File: src/rtl/serial_addsub_n.sv
// Bit-serial two's-complement adder/subtractor, one full-adder slice, LSB first.
// Latency: WIDTH+1 cycles from the accepting edge to the done pulse; one op per WIDTH+2 cycles.
// Backpressure: start is sampled only in IDLE; requests while busy are dropped (no queueing).
//
// Ports:
//   i_clk, i_rstn          clock, synchronous active-low reset
//   i_start, i_sub         request; 0 = A+B, 1 = A-B (latched on accept)
//   i_op_a, i_op_b         WIDTH-bit operands (latched on accept)
//   o_busy, o_done         busy in SHIFT/DONE; done is a one-cycle pulse
//   o_result, o_cout, o_ovf  result register, carry out of MSB, signed overflow
//   o_ser_out              sum bit being produced this cycle (valid in SHIFT only)
module serial_addsub_n #(
  parameter int WIDTH = 4
) (
  input  logic             i_clk,
  input  logic             i_rstn,
  input  logic             i_start,
  input  logic             i_sub,
  input  logic [WIDTH-1:0] i_op_a,
  input  logic [WIDTH-1:0] i_op_b,
  output logic             o_busy,
  output logic             o_done,
  output logic [WIDTH-1:0] o_result,
  output logic             o_cout,
  output logic             o_ovf,
  output logic             o_ser_out
);

  localparam int CW = $clog2(WIDTH + 1);

  typedef enum logic [1:0] {
    S_IDLE  = 2'd0,
    S_SHIFT = 2'd1,
    S_DONE  = 2'd2
  } state_t;

  state_t           r_state;
  logic [WIDTH-1:0] r_a;
  logic [WIDTH-1:0] r_b;
  logic             r_sub;
  logic             r_carry;
  logic [CW-1:0]    r_cnt;
  logic             r_cout;
  logic             r_ovf;
  logic             r_busy;
  logic             r_done;

  logic w_b_eff;
  logic w_sum;
  logic w_carry_nxt;
  logic w_last;

  // Subtraction inverts B bit by bit; the +1 comes from the carry preset on accept.
  assign w_b_eff     = r_b[0] ^ r_sub;
  assign w_sum       = r_a[0] ^ w_b_eff ^ r_carry;
  assign w_carry_nxt = (r_a[0] & w_b_eff) | (r_a[0] & r_carry) | (w_b_eff & r_carry);
  assign w_last      = (r_cnt == CW'(WIDTH - 1));

  always_ff @(posedge i_clk) begin
    if (!i_rstn) begin
      r_state <= S_IDLE;
      r_a     <= '0;
      r_b     <= '0;
      r_sub   <= 1'b0;
      r_carry <= 1'b0;
      r_cnt   <= '0;
      r_cout  <= 1'b0;
      r_ovf   <= 1'b0;
      r_busy  <= 1'b0;
      r_done  <= 1'b0;
    end else begin
      unique case (r_state)
        S_IDLE: begin
          if (i_start) begin
            r_a     <= i_op_a;
            r_b     <= i_op_b;
            r_sub   <= i_sub;
            r_carry <= i_sub;
            r_cnt   <= '0;
            r_cout  <= 1'b0;
            r_ovf   <= 1'b0;
            r_busy  <= 1'b1;
            r_state <= S_SHIFT;
          end
        end
        S_SHIFT: begin
          // Sum bits enter at the MSB so the result ends up right-aligned in r_a.
          r_a     <= {w_sum, r_a[WIDTH-1:1]};
          r_b     <= {1'b0, r_b[WIDTH-1:1]};
          r_carry <= w_carry_nxt;
          r_cnt   <= r_cnt + CW'(1);
          if (w_last) begin
            // r_carry here is the carry into the MSB position.
            r_cout  <= w_carry_nxt;
            r_ovf   <= r_carry ^ w_carry_nxt;
            r_done  <= 1'b1;
            r_state <= S_DONE;
          end
        end
        S_DONE: begin
          r_done  <= 1'b0;
          r_busy  <= 1'b0;
          r_state <= S_IDLE;
        end
        default: begin
          r_state <= S_IDLE;
        end
      endcase
    end
  end

  assign o_busy    = r_busy;
  assign o_done    = r_done;
  assign o_result  = r_a;
  assign o_cout    = r_cout;
  assign o_ovf     = r_ovf;
  assign o_ser_out = w_sum;

endmodule

File: config.mk
export PLATFORM = sky130hd
export DESIGN_NAME = serial_addsub_n
export DESIGN_NICKNAME = d
export VERILOG_FILES = /design/src/rtl/serial_addsub_n.sv
export SDC_FILE = /design/constraint.sdc
export NUM_CORES = 1
export LEC_CHECK = 0
export BUFFER_PORTS_ARGS = -buffer_cell sky130_fd_sc_hd__buf_2
export CAP_MARGIN = 20
export CORE_MARGIN = 4
export CORE_UTILIZATION = 40
export DETAILED_ROUTE_END_ITERATION = 8
export GPL_TIMING_DRIVEN = 0
export SLEW_MARGIN = 20
export SYNTH_ARGS = -nofsm -noshare
export SYNTH_HDL_FRONTEND = slang
export SYNTH_SLANG_ARGS = --single-unit
File: constraint.sdc
create_clock -name i_clk -period 3.25 [get_ports i_clk]
set_input_delay 0.4875 -clock i_clk [delete_from_list [all_inputs] [get_ports i_clk]]
set_output_delay 0.4875 -clock i_clk [all_outputs]
set_load 0.02 [all_outputs]
---- Word-level counts from Yosys, hierarchy flattened ----
Index checks and enable logic that the tools add are counted.
operators by class
  bitwise logic cells ..................... 9
  reduce and logical (&&, ||, !) cells .... 10
  add/subtract/negate cells ............... 1
  muxes and demuxes ....................... 20
  equality and inequality tests ........... 5
operators with widths
  kind                                                  count
  case mux 4 bit (2 select lines)                       2
  case mux 1 bit (2 select lines)                       5
  AND reduction 2 bit                                   5
  two-way mux 4 bit                                     2
  two-way mux 1 bit                                     6
  case mux 3 bit (2 select lines)                       1
  nonzero test 2 bit                                    3
  two-way mux 2 bit                                     2
  inequality test 2 bit (second input constant)         2
  case mux 2 bit (2 select lines)                       1
  bitwise XOR 1 bit                                     4
  adder 3 x 1 -> 3 bit (second input constant)          1
  AND 1 bit                                             3
  equality test 3 x 2 -> 1 bit (second input constant)  1
  two-way mux 3 bit                                     1
  AND reduction 3 bit                                   1
  equality test 2 x 1 -> 1 bit (second input constant)  1
  equality test 2 bit (second input constant)           1
  logical NOT 2 bit                                     1
  OR 1 bit                                              2
word-level totals
  register bits after elaboration ......... 19
  word-level logic and storage cells ...... 55
  input port bits ......................... 12
  output and inout port bits .............. 9

---- Depth between registers and ports, before layout ----
  depth after elaboration ................. 7
  mapped depth ............................ 5
  depth with buffers taken out ............ 5

---- Least setup slack after synthesis ----
OpenSTA, ideal clock, no wires.
  kind .................................... reg2out
  from .................................... register r_sub
  to ...................................... output o_ser_out
  path slack .............................. 1699 ps
  buffers on the path ..................... 0
  data arrival time ....................... 1063 ps
  data required time ...................... 2762 ps
  cell stages (with the launch flop) ...... 3
  cells stage by stage .................... dfxtp_1 > xor2_1 > fa_1
on the way
  word-level cells in the longest chain between the ends .. 3
ends and longest elaborated chain
  element                          line  text
  start: declaration               40    logic r_sub;
  start signal: assignment         77    r_sub <= i_sub;
  bitwise XOR 1 bit                54    assign w_b_eff = r_b[0] ^ r_sub;
  bitwise XOR 1 bit (2 in series)  55    assign w_sum = r_a[0] ^ w_b_eff ^ r_carry;
  end: declaration                 26    output logic o_ser_out
Every way passes these cells.

---- Worst setup path after layout ----
Same ends and word-level chain as after synthesis.

==> metrics.md <==
| Metric | Value |
|---|---|
| Status | `finished, final reports clean` |
| Die width | `55.8 um` |
| Longest Clk Path Bufs | `2` |
| Vias in the first global route | `740` |
| Avg WL per Cell | `12.8 um` |
| Syn_nets | `114` |
| EDFF count, synth | `0` |
| DRC violations left | `0` |
| Peak supply drop | `0.288 mV` |
| Final Power | `0.494 mW` |
| Yosys top cell by area | `dfxtp_1` |
| Switching fraction of total power | `30.7%` |
| First-pass GRT wire length | `3280 um` |
| Setup CP Type | `reg2out` |
| Fillers | `225` |
| Initial core utilization | `41.7%` |
| Reg area | `380 um2` |
| Clk Latency, worst-skew pair | `0.30 ns` |
| Fin cells | `151` |
| Pre-CTS WS | `1.60 ns` |
| Cts repair resizes | `0` |
| Layout cells sized above 1 | `29.3%` |
| Post-placement cell count | `147` |
| PD cells | `458 nW/um2` |
| Slew HR | `73.5%` |
| Chip height | `55.8 um` |
| Synth cell types | `35` |
| DRT iter0 DRCs | `9` |
| Setup total negative slack | `0 ns` |
| Setup bufs post-CTS | `0` |
| Die area | `3110 um2` |
| Area grow syn2layout | `18.1%` |
| Commonest register cell after synthesis | `dfxtp_1` |
| RePlAce Congestion | `0.774` |
| Leak | `0.485 nW` |
| Setup violators final | `0` |
| Worst slew pin tran | `0.398 ns` |
| Hpwl dp | `1430 um` |
| Final Skew | `0.00255 ns` |
| Commonest non-fill, non-tap cell in the layout | `buf_2` |
| Register bit total from synthesis | `19` |
| Final worst slack | `1.26 ns` |
| IO Port Bufs | `20` |
| Cts bufs inserted | `3` |
| Post-route ant nets | `0` |
| Global Route Usage Sum | `13.3%` |
| Core Area | `2190 um2` |
| CTS tree | `done` |
| Tcrit/Tclk final | `61.4%` |
| RSZ-0062 raised after global routing | `false` |
| Critical path required time | `2.76 ns` |
| Psw | `0.152 mW` |
| Synth Cell Area | `913 um2` |
| Min Hold Slack | `0.410 ns` |
| Register share of total power | `52.8%` |
| CP endpoint kind | `output pin` |
| Area post-placement | `1050 um2` |
| Hold Fails Final Rpt | `0` |
| Clock sinks | `19` |
| CTS clock-pin slew for the worst setup and hold paths | `0.12 ns` |
| CP Max Fanout | `2` |
| Design Area, Final | `1080 um2` |
| Mapped Avg Cell Area | `9.23 um2` |
| Ys async rst share | `0%` |
| Multi-input logic area | `463 um2` |
| Top post-synthesis cells by area | `dfxtp_1, a21oi_1, nand2_1, mux2i_1, buf_6` |
| Largest net degree at the start of global routing | `13` |
| DR pass1 iterations | `4` |
| Final Net Count | `139` |
| Fin crit period | `1.99 ns` |
| Internal power | `0.343 mW` |
| Hold-fix buffer count after cts | `0` |
| Seq/Total Area, Yosys | `41.6%` |
| Hold Crit Class | `in2reg` |
| Via/cell ratio | `5.12` |
| H-tree depth | `1` |
| CP arrival | `1.51 ns` |
| Initial antenna violation count | `0` |
| Ant. Diodes | `0` |
| Remaining global-route overflow | `0` |
| Slew Viols, Final | `0` |
| Max Freq | `501 MHz` |
| Clock Power Share | `25.4%` |
| I/O pin count | `21` |
| Vias | `773` |
| Comb power frac | `21.8%` |
| Max Cap Violations | `0` |
| Cells after synthesis | `99` |
| Worst setup SP type | `flip-flop` |
| Share of the synthesized area in the top cell type | `41.6%` |
| # rows | `17` |
| Layout Utilization | `49.2%` |
| Synth warnings | `0` |
| Root Driver | `clkbuf_4` |
| Most frequent cells in the layout | `buf_2, dfxtp_1, a21oi_1, nand2_1, o21ai_0` |
| Final wirelength | `1940 um` |
## synthesized netlist by cell type (2+ instances only)
cell and count:
buf_2 2, o21ai_0 6, nand2b_1 2, nand2_1 11, xor2_1 2, buf_6 3, nor2b_1 4, ha_1 2
nand3_1 2, mux2i_1 4, o22ai_1 2, a21oi_1 13, dfxtp_1 19, inv_1 4, a22oi_1 2, o21ai_1 2
## power groups by stage
| stage | Combinational, mW | Clock, mW | Sequential [mW] |
|---|---|---|---|
| 2_1_floorplan | 0.0690 | 0 | 0.272 |
| 3_3_place_gp | 0.108 | 0 | 0.266 |
| 3_5_place_dp | 0.109 | 0 | 0.266 |
| 4_1_cts | 0.110 | 0.130 | 0.261 |
| 5_1_grt | 0.120 | 0.144 | 0.263 |
| 6_report | 0.108 | 0.126 | 0.261 |
## final cells by class
class | instances | share of cell area (%)
Multi-Input combinational cell | 69 | 42.9
Sequential cell | 19 | 35.3
Timing Repair Buffer | 20 | 9.28
Buffer | 7 | 5.10
Tap cell | 28 | 3.25
Clock buffer | 3 | 2.09
Inverter | 4 | 1.39
Clock inverter | 1 | 0.696
## layer usage
layer | part of all wire [%] | global-route usage (%) | wire length (um)
met5 | 0 | 0 | 0
met4 | 0.62 | 6.25 | 12
met3 | 4.1 | 3.25 | 79
met2 | 47 | 19.8 | 902
met1 | 49 | 18.1 | 940
## worst paths after layout
check / cells after the start / slack (ns) / from / end
worst max-delay path: 3 / 1.26 / r_sub$_SDFFE_PN0P_ / o_ser_out
worst min-delay path: 3 / 0.41 / i_op_b[0] / r_b[0]$_SDFFE_PN0P_
worst max register to register: 5 / 1.88 / r_sub$_SDFFE_PN0P_ / o_ovf$_SDFFE_PN0P_
worst min register to register: 2 / 0.47 / o_ovf$_SDFFE_PN0P_ / o_ovf$_SDFFE_PN0P_
## registers in the layout, summed over array words and instances (netlist names)
register / count
o_result: 4
r_b: 4
r_cnt: 3
r_state: 2
o_busy: 1
o_cout: 1
o_done: 1
o_ovf: 1
r_carry: 1
r_sub: 1
## kinds of logic (layout without fill, tap and decap cells)
group                    count (synthesis)  after routing  share of synthesized area (%)
XOR/XNOR                                 2              2                           1.92
adder cells (fa/ha/maj)                  3              3                           4.93
buffers and inverters                   11             35                           7.67
flip-flops                              19             19                           41.6
AND/OR/NAND/NOR                         27             27                           16.8
AO/OA/AOI/OAI                           33             33                           22.6
multiplexers                             4              4                           4.38
## critical path, stage by stage, from the launching register on
cell and delay (ns):
dfxtp_1 0.34, xor2_1 0.16, fa_1 0.52, buf_2 0.18
(Power assumes the default switching activity.)
